### src/rtl/rv_pkg.sv
// Shared definitions for the load/store unit: mem_op encodings, LSU state
// encoding, the default abort timeout and the alignment rule.
package rv_pkg;

  typedef enum logic [2:0] {
    MemNone = 3'b000,
    MemB    = 3'b001,
    MemH    = 3'b010,
    MemW    = 3'b011,
    MemBu   = 3'b101,
    MemHu   = 3'b110
  } mem_op_e;

  typedef enum logic [1:0] {
    StIdle = 2'd0,
    StReq  = 2'd1,
    StWait = 2'd2,
    StDone = 2'd3
  } lsu_state_e;

  localparam int unsigned TimeoutCyclesDefault = 255;

  // Byte accesses can never be misaligned; halves need addr[0]=0, words addr[1:0]=0.
  function automatic logic is_misaligned(input logic [2:0] op, input logic [1:0] addr_lo);
    case (mem_op_e'(op))
      MemH, MemHu: return addr_lo[0];
      MemW:        return addr_lo != 2'b00;
      default:     return 1'b0;
    endcase
  endfunction

endpackage

### src/rtl/rv_lsu_align.sv
// Combinational data alignment: byte enables, store-data replication and
// load lane extraction with sign/zero extension.
module rv_lsu_align
  import rv_pkg::*;
(
  input  logic [2:0]  op,
  input  logic [1:0]  addr_lo,
  input  logic [31:0] wdata,
  input  logic [31:0] rdata,
  output logic [3:0]  be,
  output logic [31:0] wdata_rep,
  output logic [31:0] load_data
);

  logic [7:0]  lane_b;
  logic [15:0] lane_h;

  always_comb begin
    lane_b    = rdata[{addr_lo, 3'b000} +: 8];
    lane_h    = rdata[{addr_lo[1], 4'b0000} +: 16];
    be        = 4'b0000;
    wdata_rep = wdata;
    load_data = rdata;
    case (mem_op_e'(op))
      MemB: begin
        be        = 4'b0001 << addr_lo;
        wdata_rep = {4{wdata[7:0]}};
        load_data = {{24{lane_b[7]}}, lane_b};
      end
      MemBu: begin
        be        = 4'b0001 << addr_lo;
        wdata_rep = {4{wdata[7:0]}};
        load_data = {24'b0, lane_b};
      end
      MemH: begin
        be        = 4'b0011 << {addr_lo[1], 1'b0};
        wdata_rep = {2{wdata[15:0]}};
        load_data = {{16{lane_h[15]}}, lane_h};
      end
      MemHu: begin
        be        = 4'b0011 << {addr_lo[1], 1'b0};
        wdata_rep = {2{wdata[15:0]}};
        load_data = {16'b0, lane_h};
      end
      MemW: begin
        be        = 4'b1111;
        wdata_rep = wdata;
        load_data = rdata;
      end
      default: ;
    endcase
  end

endmodule

### src/rtl/rv_lsu_ctrl.sv
// Load/store unit controller: accepts one data access from execute, runs it on
// the data bus with grant/rvalid handshaking and aborts it on timeout.
module rv_lsu_ctrl
  import rv_pkg::*;
#(
  parameter int unsigned TIMEOUT_CYCLES = TimeoutCyclesDefault
) (
  input  logic        clk,
  input  logic        rst_n,
  input  logic        req_valid,
  input  logic        mem_write,
  input  logic        mem_to_reg,
  input  logic [2:0]  mem_op,
  input  logic [31:0] addr,
  input  logic [31:0] wdata,
  output logic        stall,
  output logic [31:0] rdata_out,
  output logic        rdata_valid,
  output logic        misalign,
  output logic        bus_err,
  output logic        bus_req,
  output logic        bus_we,
  output logic [31:0] bus_addr,
  output logic [3:0]  bus_be,
  output logic [31:0] bus_wdata,
  input  logic        bus_gnt,
  input  logic        bus_rvalid,
  input  logic [31:0] bus_rdata
);

  localparam int unsigned CntW =
      ($clog2(TIMEOUT_CYCLES + 1) > 8) ? $clog2(TIMEOUT_CYCLES + 1) : 8;
  // The counter reads 0 in the first REQ cycle; aborting when it reaches
  // TIMEOUT_CYCLES-2 lands bus_err exactly TIMEOUT_CYCLES cycles after acceptance.
  localparam logic [CntW-1:0] CntLast = CntW'(TIMEOUT_CYCLES - 2);

  lsu_state_e      state_q;
  logic            we_q;
  logic [2:0]      op_q;
  logic [1:0]      addr_lo_q;
  logic [CntW-1:0] cnt_q;

  logic        legal_rd, legal_wr, legal, misal, accept, timeout;
  logic [2:0]  op_sel;
  logic [1:0]  addr_lo_sel;
  logic [3:0]  be;
  logic [31:0] wdata_rep, load_data;

  always_comb begin
    legal_rd = 1'b0;
    legal_wr = 1'b0;
    case (mem_op_e'(mem_op))
      MemB, MemH, MemW: begin
        legal_rd = mem_to_reg & ~mem_write;
        legal_wr = mem_write & ~mem_to_reg;
      end
      MemBu, MemHu: legal_rd = mem_to_reg & ~mem_write;
      default: ;
    endcase
  end

  assign legal   = legal_rd | legal_wr;
  assign misal   = is_misaligned(mem_op, addr[1:0]);
  assign accept  = (state_q == StIdle) && req_valid && legal && !misal;
  assign stall   = accept || (state_q == StReq) || (state_q == StWait);
  assign timeout = (cnt_q == CntLast);

  // Stores are shaped from the live request at acceptance; loads are extracted
  // using the latched op/lane while the access is in flight.
  assign op_sel      = (state_q == StIdle) ? mem_op : op_q;
  assign addr_lo_sel = (state_q == StIdle) ? addr[1:0] : addr_lo_q;

  rv_lsu_align u_align (
    .op        (op_sel),
    .addr_lo   (addr_lo_sel),
    .wdata     (wdata),
    .rdata     (bus_rdata),
    .be        (be),
    .wdata_rep (wdata_rep),
    .load_data (load_data)
  );

  always_ff @(posedge clk) begin
    if (!rst_n) begin
      state_q     <= StIdle;
      we_q        <= 1'b0;
      op_q        <= 3'b000;
      addr_lo_q   <= 2'b00;
      cnt_q       <= '0;
      bus_req     <= 1'b0;
      bus_we      <= 1'b0;
      bus_addr    <= 32'h0;
      bus_be      <= 4'b0000;
      bus_wdata   <= 32'h0;
      rdata_out   <= 32'h0;
      rdata_valid <= 1'b0;
      misalign    <= 1'b0;
      bus_err     <= 1'b0;
    end else begin
      misalign    <= 1'b0;
      bus_err     <= 1'b0;
      rdata_valid <= 1'b0;
      unique case (state_q)
        StIdle: begin
          if (req_valid && legal) begin
            if (misal) begin
              misalign <= 1'b1;
            end else begin
              state_q   <= StReq;
              we_q      <= mem_write;
              op_q      <= mem_op;
              addr_lo_q <= addr[1:0];
              cnt_q     <= '0;
              bus_req   <= 1'b1;
              bus_we    <= mem_write;
              bus_addr  <= {addr[31:2], 2'b00};
              bus_be    <= be;
              bus_wdata <= wdata_rep;
            end
          end
        end
        StReq: begin
          cnt_q <= cnt_q + CntW'(1);
          if (bus_gnt) begin
            bus_req <= 1'b0;
            if (we_q) begin
              state_q <= StDone;
            end else if (bus_rvalid) begin
              rdata_out   <= load_data;
              rdata_valid <= 1'b1;
              state_q     <= StDone;
            end else begin
              state_q <= StWait;
            end
          end else if (timeout) begin
            bus_req <= 1'b0;
            bus_err <= 1'b1;
            state_q <= StIdle;
          end
        end
        StWait: begin
          cnt_q <= cnt_q + CntW'(1);
          if (bus_rvalid) begin
            rdata_out   <= load_data;
            rdata_valid <= 1'b1;
            state_q     <= StDone;
          end else if (timeout) begin
            bus_err <= 1'b1;
            state_q <= StIdle;
          end
        end
        StDone: state_q <= StIdle;
      endcase
    end
  end

endmodule

### config.mk
export PLATFORM = sky130hd
export DESIGN_NAME = rv_lsu_ctrl
export DESIGN_NICKNAME = d
export VERILOG_FILES = /design/src/rtl/rv_pkg.sv /design/src/rtl/rv_lsu_align.sv /design/src/rtl/rv_lsu_ctrl.sv
export SDC_FILE = /design/constraint.sdc
export NUM_CORES = 1
export LEC_CHECK = 0
export CORE_MARGIN = 2
export CORE_UTILIZATION = 25
export DETAILED_ROUTE_END_ITERATION = 7
export GPL_TIMING_DRIVEN = 0
export SLEW_MARGIN = 40
export SYNTH_ARGS = -nofsm -noshare
export SYNTH_HDL_FRONTEND = slang
export SYNTH_SLANG_ARGS = --single-unit
### constraint.sdc
create_clock -name clk -period 3.3 [get_ports clk]
set_input_delay 0.825 -clock clk [delete_from_list [all_inputs] [get_ports clk]]
set_output_delay 0.825 -clock clk [all_outputs]
set_load 0.01 [all_outputs]
==> flow_summary.yaml, run 1 <==
run_status:
  outcome: "finished, final reports clean"
grt:
  grtUsageTotal_pct: 18.3
  first_global_vias: 5593
  globalRoute.totalOverflow: 0
  grt_antenna_before_repair: 0
  grt_first_pass_wirelength_mm: 31.8
  grt_start_max_net_pins: 17
floorplan:
  coreArea_mm2: 0.0210
  area_of_the_die_mm2: 0.0226
  placement_rows: 53
  boundaryPins: 212
  die_x_um: 150
  chipHeight_um: 150
  initial_utilization_pct: 25.5
detailed_routing:
  drt_first_iter_violations: 367
  drt-pass1-iter-count: 5
  detail_route.wirelength_mm: 20.7
  drtAntennaViolNets: 0
  routedWlPerCell_um: 17.4
  drc_violation_count_after_routing: 0
  routed_via_count: 5844
  post_drt_via_cell_ratio: 4.91
layout:
  stdcell_area_mm2: 0.00841
  area_delta_synth_final_pct: 57.1
  regArea_mm2: 0.00236
  layoutNonFillerInstCount: 1190
  final_nets: 1017
  post_route_cells_drive_above_1_share_pct: 7.32
  final.fill_count: 2146
  antenna-diode-count: 0
  multi_input_logic_area_mm2: 0.00276
yosys:
  synthDistinctLibCells: 51
  synth_edf_count: 0
  postSynthCellCount: 674
  synthAdderAreaFrac_pct: 2.10
  post_synth_instance_area_mm2: 0.00536
  synth_xor_xnor_area_share_pct: 0.164
  synth_top_family_by_area: "compound AO/OA/AOI/OAI gates"
  synth_simple_gate_area_share_pct: 18.3
  synth.avg_cell_area_um2: 7.95
  async_flop_share_pct: 0
  synth_seq_area_share_pct: 44.1
  synth_warnings: 0
  synth_mux_area_share_pct: 2.01
  synth-seq-cells: 118
  dominantRegCellSynth: "dfxtp_1"
  complex_gate_fraction_of_the_synthesized_area_pct: 28.2
clock_network:
  cts-hold-fix-buffers: 0
  cts.sink_count: 118
  htree_levels: 4
  cts_tree: "done"
  clockBufferDepth: 2
  cts_root_buffer: "clkbuf_16"
  number_of_buffers_created_by_cts: 17
  insertion_delay_ps: 410
  clk_pin_slew_ps: 60
power_and_ir_drop:
  clkPwrFrac_pct: 38.1
  vdd.ir_drop.worst_v: 0.000377
  p_per_area_mw_per_mm2: 568
  standby_leakage_power_nw: 2.99
  power_switching_w: 0.00156
  power_frac_seq_pct: 33.2
  cellInternalPower_w: 0.00322
  power.share.switching_pct: 32.6
  share_comb_of_total_power_pct: 28.7
placement:
  port_buffers: 208
  routabilityCongestion: 0.863
  placement.setup.worst_slack_ps: -1070
  post_dp_cell_area_mm2: 0.00779
  place.detailed.instances: 1158
  hpwlAfterDp_mm: 15.7
sta:
  number_of_max_slew_violations_in_the_final_report: 0
  final_min_period_over_clock_period_pct: 96.9
  slew_headroom_pct: 45.7
  setup_viol: 0
  worst_slew_pin_slew_ps: 808
  finalHoldViolations: 0
  final.setup.tns_ps: 0
  final.setup_skew_ps: 9.76
  finalCriticalPeriod_ps: 3200
  max_freq_mhz: 313
  grt_setup_unrepaired: "false"
  final_critical_path_setup_slack_ps: 102
worst_setup_path:
  cpMostUsedCell: "nand2_2"
  critical_path_peak_fanout: 10
  setup.worst_path.end: "stall"
  r2r_start: "state_q[0]"
  r2r.worst_path.cells: 9
  cp_num_buf_inv: 3
  data_required_time_of_the_worst_path_ps: 2470
  cp_slowest_stage_delay_ps: 390
  rr_endpoint: "bus_wdata[8]"
  standard_cell_with_the_maximum_stage_delay_on_the_critical_path: "a2111oi_4"
  cp.arrival_ps: 2370
  ff2ff_setup_slack_ps: 360
  worstSetupEndpointType: "output port"
  critPathTopFamily: "buffers and inverters"
  worstSetupStartpoint: "mem_op[1]"
  critical_path_depth: 7
  start_kind: "input port"
  worstSetupPathType: "input port to output port"
  crit_chain: "dlygate4sd2_1 > a21o_1 > a2111oi_4 > nand2_2 > buf_8 > nand2_2 > clkdlybuf4s15_2"
worst_hold_path:
  class_of_the_tightest_hold_or_removal_check: "register to register"
flow_run:
  drv_cap: 0
-- state kept, by name, indices dropped and copies added, names as in the netlist --
name	cells
bus_err	1
op_q	3
state_q	2
we_q	1
rdata_out	32
rdata_valid	1
bus_be	4
bus_wdata	32
bus_req	1
bus_addr	30
addr_lo_q	2
cnt_q	8
misalign	1
-- how the worst min path moves through the flow --
stage / from / to / slack (ps) / cells after the start
after floorplan: addr_lo_q[0] / addr_lo_q[0] / 430 / 2
final: bus_wdata[12] / bus_wdata[12] / 450 / 2
after detailed placement: bus_wdata[23] / bus_wdata[23] / 450 / 2
after CTS: bus_wdata[12] / bus_wdata[12] / 450 / 2
after global routing: bus_addr[20] / bus_addr[20] / 470 / 2
after global placement: bus_wdata[12] / bus_wdata[12] / 440 / 2
-- synth_stat cells, types with 2 or more instances --
master / number / area share (%)
nand2_1: 173 / 12
dfxtp_1: 118 / 44
a21oi_1: 90 / 8.4
o21ai_0: 49 / 4.6
clkbuf_1: 34 / 2.4
o211ai_1: 25 / 3.5
nor2_1: 24 / 1.7
inv_1: 12 / 0.84
buf_2: 11 / 1.0
nor3_1: 11 / 1.0
a31oi_1: 10 / 1.2
nand3_1: 10 / 0.93
a21o_1: 9 / 1.3
ha_1: 9 / 2.1
a221o_1: 8 / 1.5
o221ai_1: 8 / 1.3
a311o_1: 7 / 1.3
a32oi_1: 6 / 0.98
nor2b_1: 5 / 0.58
o31ai_1: 5 / 0.70
a22o_1: 4 / 0.65
buf_4: 4 / 0.56
mux2_2: 4 / 0.84
mux2i_1: 4 / 0.75
a22oi_1: 3 / 0.42
nand3b_1: 3 / 0.42
and3_1: 2 / 0.23
clkinv_1: 2 / 0.14
nor4_2: 2 / 0.47
-- area by class of cell --
cell class	instances	share of cell area [%]
clock inverters	14	1.81
inverters	14	0.625
well taps	275	4.09
clock buffers	18	5.10
repair buffers	209	24.8
plain buffers	49	2.72
multi-input cells	493	32.7
flip-flops and latches	118	28.1
-- placed cells by master, fill, tap and decap left out, types with 5 or more instances in the layout --
cell / count
clkbuf_16: 17
o211ai_1: 25
a21o_1: 9
a32oi_1: 6
dfxtp_1: 118
a221o_1: 8
a311o_1: 7
ha_1: 9
clkdlybuf4s50_1: 203
o221ai_1: 8
buf_4: 6
a31oi_1: 10
a21oi_1: 90
nor2_1: 24
o31ai_1: 5
nor3_1: 11
buf_2: 10
nand2_1: 171
o21ai_0: 48
nor2b_1: 5
nand3_1: 10
inv_1: 12
clkbuf_1: 32
-- kinds of logic after synthesis --
kind of cell    after synthesis
fa+ha+maj                     9
simple gates                235
buf+inv                      64
flops                       118
other cells                   1
xor+xnor                      1
mux                           9
compound gates              237
-- through the flow --
stage	utilization [%]	hold WS [ps]	total power (W)
finish	40.0	449	0.00478
global route	40.0	465	0.00504
CTS	40.0	452	0.00481
detailed placement	37.0	446	0.00297
global placement	37.0	438	0.00296
floorplan	-	434	0.00235
-- power groups by stage --
stage,sequential [W],combinational [W],clock [W]
floorplan,0.00165,0.000704,0
global placement,0.00161,0.00135,0
detailed placement,0.00161,0.00135,0
CTS,0.00159,0.00137,0.00186
global route,0.00160,0.00151,0.00193
finish,0.00159,0.00137,0.00182
-- worst register-to-register path, cell delays in order, from the launching register on --
cell,delay [ps]
dfxtp_1,320
inv_1,80
ha_1,190
buf_4,190
mux2_2,400
ha_1,450
clkbuf_1,410
clkbuf_1,470
o211ai_1,190
a21oi_1,170
-- routing by layer --
layer | global-route usage, % | wire length, um
met1 | 24.2 | 9220
met2 | 28.7 | 9570
met3 | 4.70 | 1410
met4 | 6.70 | 496
met5 | 0 | 0
-- timing repair --
item	CTS	global route
buffers inserted	1	0
gates resized for setup	13	9
pin swaps	2	2
endpoints found under the hold margin	0	0
gates cloned	0	0
endpoints found under the setup margin	1	23
Note: power is estimated with default switching activity, not from simulation.
==> inputs of run 2 (changes only) <==
Settings changed: CORE_UTILIZATION 25 to 40, PLACE_DENSITY set to 0.75.
==> flow_summary.yaml, run 2 (synthesized netlist as in run 1, its figures left out) <==
clock_network:
  htree_levels: 4
  number_of_buffers_created_by_cts: 17
  insertion_delay_ps: 430
  cts.sink_count: 118
  clockBufferDepth: 2
  cts-hold-fix-buffers: 0
  cts_root_buffer: "clkbuf_16"
  clk_pin_slew_ps: 50
  cts_tree: "done"
grt:
  grt_start_max_net_pins: 17
  grtUsageTotal_pct: 25.7
  globalRoute.totalOverflow: 0
  first_global_vias: 5434
  grt_antenna_before_repair: 0
  grt_first_pass_wirelength_mm: 28.7
placement:
  place.detailed.instances: 1059
  routabilityCongestion: 0.937
  port_buffers: 208
  post_dp_cell_area_mm2: 0.00766
  hpwlAfterDp_mm: 13.8
floorplan:
  area_of_the_die_mm2: 0.0143
  die_x_um: 120
  coreArea_mm2: 0.0131
  boundaryPins: 212
  placement_rows: 42
  chipHeight_um: 120
  initial_utilization_pct: 40.8
detailed_routing:
  drt_first_iter_violations: 474
  detail_route.wirelength_mm: 18.9
  drtAntennaViolNets: 0
  post_drt_via_cell_ratio: 5.46
  routed_via_count: 5962
  drc_violation_count_after_routing: 0
  drt-pass1-iter-count: 8
  routedWlPerCell_um: 17.3
worst_setup_path:
  worstSetupEndpointType: "output port"
  start_kind: "input port"
  data_required_time_of_the_worst_path_ps: 2470
  worstSetupPathType: "input port to output port"
  cp.arrival_ps: 2330
  critical_path_peak_fanout: 5
sta:
  finalHoldViolations: 0
  setup_viol: 0
  final_min_period_over_clock_period_pct: 95.7
  number_of_max_slew_violations_in_the_final_report: 0
  slew_headroom_pct: 46.8
  max_freq_mhz: 317
  worst_slew_pin_slew_ps: 792
  final.setup_skew_ps: 11.2
  fin_hold_ws_ps: 451
  grt_setup_unrepaired: "false"
  finalCriticalPeriod_ps: 3160
layout:
  most_frequent_standard_cell_in_the_layout_excluding_fill_and_tap_cells: "clkdlybuf4s50_1"
  stdcell_area_mm2: 0.00828
  area_delta_synth_final_pct: 54.6
  layout_top_registers: "bus_wdata: 32 flops, rdata_out: 32 flops, bus_addr: 30 flops"
  mostFrequentLayoutCells: "clkdlybuf4s50_1, nand2_1, dfxtp_1, a21oi_1, o21ai_0"
  antenna-diode-count: 0
  post_route_cells_drive_above_1_share_pct: 6.78
  final_nets: 1018
  layoutNonFillerInstCount: 1091
power_and_ir_drop:
  vdd.ir_drop.worst_v: 0.000426
  standby_leakage_power_nw: 2.99
  design_power_total_w: 0.00474
  p_per_area_mw_per_mm2: 573
worst_hold_path:
  class_of_the_tightest_hold_or_removal_check: "register to register"
flow_run:
  drv_cap: 0
run_status:
  outcome: "finished, final reports clean"
## run 2: changes by cell type in the layout (fill, tap and decap cells not counted), sizes merged
cell	previous run	this run
clkdlybuf4s15	1	0
dlygate4sd2	3	2
inv	14	12
buf	17	18
dlymetal6s2s	1	0
clkdlybuf4s50	203	205
clkinvlp	4	1
clkbuf	51	56
## run 2: critical path, cell delays in order
cell	delay, ps
clkdlybuf4s50_1	570
a2111oi_4	430
nand2_1	140
clkbuf_8	160
nand2_1	70
clkbuf_2	130
## run 2: metal layers
| metal | vias to the layer above | GRT usage [%] | wire (um) |
|---|---|---|---|
| met5 | - | 0 | 0 |
| met4 | 0 | 8.24 | 402 |
| met3 | 32 | 8.70 | 1580 |
| met2 | 277 | 40.3 | 8720 |
| met1 | 2793 | 33.3 | 8180 |
| li1 | 2860 | - | - |
## run 2: power by group
group	internal (W)	leakage [nW]	switching, W	total, W
clock	0.00116	0.286	0.000648	0.00181
sequential	0.00153	0.956	0.0000595	0.00159
combinational	0.000567	1.75	0.000781	0.00135
## run 2: per-stage QoR
stage	setup WS (ps)	setup TNS (ps)	utilization, %
CTS	14.9	0	63.0
global route	15.2	0	63.0
floorplan	470	0	-
global placement	-914	-3790	58.3
finish	141	0	63.0
detailed placement	-944	-4540	58.3
## run 2: path summary, 6_finish.rpt
| kind | from | to | slack, ps | cells past startpoint |
|---|---|---|---|---|
| worst min-delay path | bus_wdata[28] | bus_wdata[28] | 450 | 2 |
| worst max register to register | state_q[1] | rdata_out[7] | 150 | 10 |
| worst min register to register | bus_wdata[28] | bus_wdata[28] | 450 | 2 |
| worst max-delay path | mem_op[2] | stall | 140 | 6 |
## run 2: final cells by class
class	count	area [um2]
buffer	49	223
clock buffer	22	474
clock inverter	9	101
fill	1153	4860
inverter	14	52.6
multi-input combinational	493	2760
sequential	118	2360
tap	176	220
timing repair buffer	210	2090
## run 2: timing repair
action / 4_1_cts / 5_1_grt
endpoints found under the setup margin: 1 / 6
pin swaps: 1 / 2
setup buffers: 2 / 0
endpoints found under the hold margin: 0 / 0
resized for setup: 10 / 2
==> inputs of run 3 (changes only) <==
Settings changed: CORE_ASPECT_RATIO set to 1.75, DONT_BUFFER_PORTS set to 1, PLACE_DENSITY 0.75 to unset.
==> flow_summary.yaml, run 3 (synthesized netlist as in run 1, its figures left out) <==
worst_setup_path:
  critical_path_peak_fanout: 17
  data_required_time_of_the_worst_path_ps: 2470
  cp.arrival_ps: 2310
  worstSetupStartpoint: "state_q[0]"
  start_kind: "register"
  r2r_start: "state_q[0]"
  worstSetupPathType: "register to output port"
  worstSetupEndpointType: "output port"
sta:
  final_critical_path_setup_slack_ps: 164
  setup_viol: 0
  final.setup_skew_ps: 10.7
  finalHoldViolations: 0
  final_min_period_over_clock_period_pct: 95.0
  worst_slew_pin_slew_ps: 709
  number_of_max_slew_violations_in_the_final_report: 0
  max_freq_mhz: 319
  grt_setup_unrepaired: "true"
  slew_headroom_pct: 52.4
  finalCriticalPeriod_ps: 3140
clock_network:
  insertion_delay_ps: 420
  htree_levels: 4
  cts_root_buffer: "clkbuf_16"
  cts.repair_timing.setup_buffer_count: 0
  clk_pin_slew_ps: 60
  cts_tree: "done"
  cts.sink_count: 118
  clockBufferDepth: 2
  number_of_buffers_created_by_cts: 17
  cts-hold-fix-buffers: 0
worst_hold_path:
  class_of_the_tightest_hold_or_removal_check: "register to register"
  hold_start: "op_q[0]"
detailed_routing:
  drtAntennaViolNets: 0
  detail_route.wirelength_mm: 18.9
  post_drt_via_cell_ratio: 5.92
  routedWlPerCell_um: 21.5
  routed_via_count: 5200
  drc_violation_count_after_routing: 0
  drt_first_iter_violations: 212
  drt-pass1-iter-count: 6
floorplan:
  coreArea_mm2: 0.0132
  initial_utilization_pct: 40.4
  placement_rows: 56
  area_of_the_die_mm2: 0.0144
  chipHeight_um: 157
  die_x_um: 91.5
  boundaryPins: 212
layout:
  finalCoreUtilization_pct: 46.8
  post_route_cells_drive_above_1_share_pct: 8.94
  most_frequent_standard_cell_in_the_layout_excluding_fill_and_tap_cells: "nand2_1"
  antenna-diode-count: 0
  mostFrequentLayoutCells: "nand2_1, dfxtp_1, a21oi_1, o21ai_0, clkbuf_1"
  stdcell_area_mm2: 0.00620
  layout_top_registers: "bus_wdata: 32 flops, rdata_out: 32 flops, bus_addr: 30 flops"
  final_nets: 807
  area_delta_synth_final_pct: 15.7
power_and_ir_drop:
  design_power_total_w: 0.00450
  power_switching_w: 0.00153
  vdd.ir_drop.worst_v: 0.000348
  cellInternalPower_w: 0.00297
  clkPwrFrac_pct: 41.7
  p_per_area_mw_per_mm2: 726
  power_frac_seq_pct: 36.7
  standby_leakage_power_nw: 2.22
  power.share.switching_pct: 34.0
  share_comb_of_total_power_pct: 21.6
placement:
  routabilityCongestion: 0.981
  placement.setup.worst_slack_ps: -12.2
  hpwlAfterDp_mm: 14.7
  post_dp_cell_area_mm2: 0.00558
  port_buffers: 0
flow_run:
  drv_cap: 0
grt:
  grtUsageTotal_pct: 25.8
  globalRoute.totalOverflow: 0
  grt_antenna_before_repair: 0
  grt_first_pass_wirelength_mm: 28.2
  grt_start_max_net_pins: 18
  first_global_vias: 5193
run_status:
  outcome: "finished, final reports clean"
-- run 3: worst max-delay path, cell delays in order (launching register included) --
cell       delay (ps)
dfxtp_1           330
inv_1              80
ha_1              200
buf_2             250
inv_1             150
a2111oi_2         400
nand2_4           260
nand2_1           210
-- run 3: layer usage --
metal / wire, um / GRT usage, % / vias to the layer above
li1: - / - / 2444
met1: 6260 / 24.0 / 2419
met2: 9760 / 46.0 / 269
met3: 1750 / 9.57 / 68
met4: 1090 / 17.7 / 0
met5: 0 / 0 / -
-- run 3: timing repair --
action	in CTS	in global routing
setup endpoints to repair	1	26
resized for setup	2	4
endpoints found under the hold margin	0	0
-- run 3: metrics by stage --
stage / TNS, ps / hold WS (ps) / std cells
floorplan: 0 / 434 / 675
global placement: 0 / 448 / 849
detailed placement: -12.2 / 453 / 849
CTS: 0 / 461 / 880
global route: -22.8 / 486 / 879
finish: 0 / 465 / 879
-- run 3: path summary, 6_finish.rpt --
| check | endpoint | cells after the start | slack [ps] |
|---|---|---|---|
| worst max-delay path | stall | 7 | 160 |
| worst min-delay path | op_q[0] | 2 | 460 |
| worst min register to register | op_q[0] | 2 | 460 |
| worst max register to register | rdata_out[4] | 10 | 190 |
-- run 3: area by class of cell --
cell class,instances,area [um2]
plain buffers,48,211
clock buffers,17,425
clock inverters,15,169
fillers,1329,7050
inverters,14,52.6
multi-input cells,493,2760
flip-flops and latches,118,2360
well taps,174,218
-- run 3: power by group through the flow --
stage / sequential, W / clock (W) / combinational (W)
after global routing: 0.00166 / 0.00197 / 0.00108
final: 0.00165 / 0.00187 / 0.000972
after global placement: 0.00168 / 0 / 0.000942
after floorplan: 0.00165 / 0 / 0.000704
after CTS: 0.00165 / 0.00190 / 0.000960
after detailed placement: 0.00168 / 0 / 0.000955
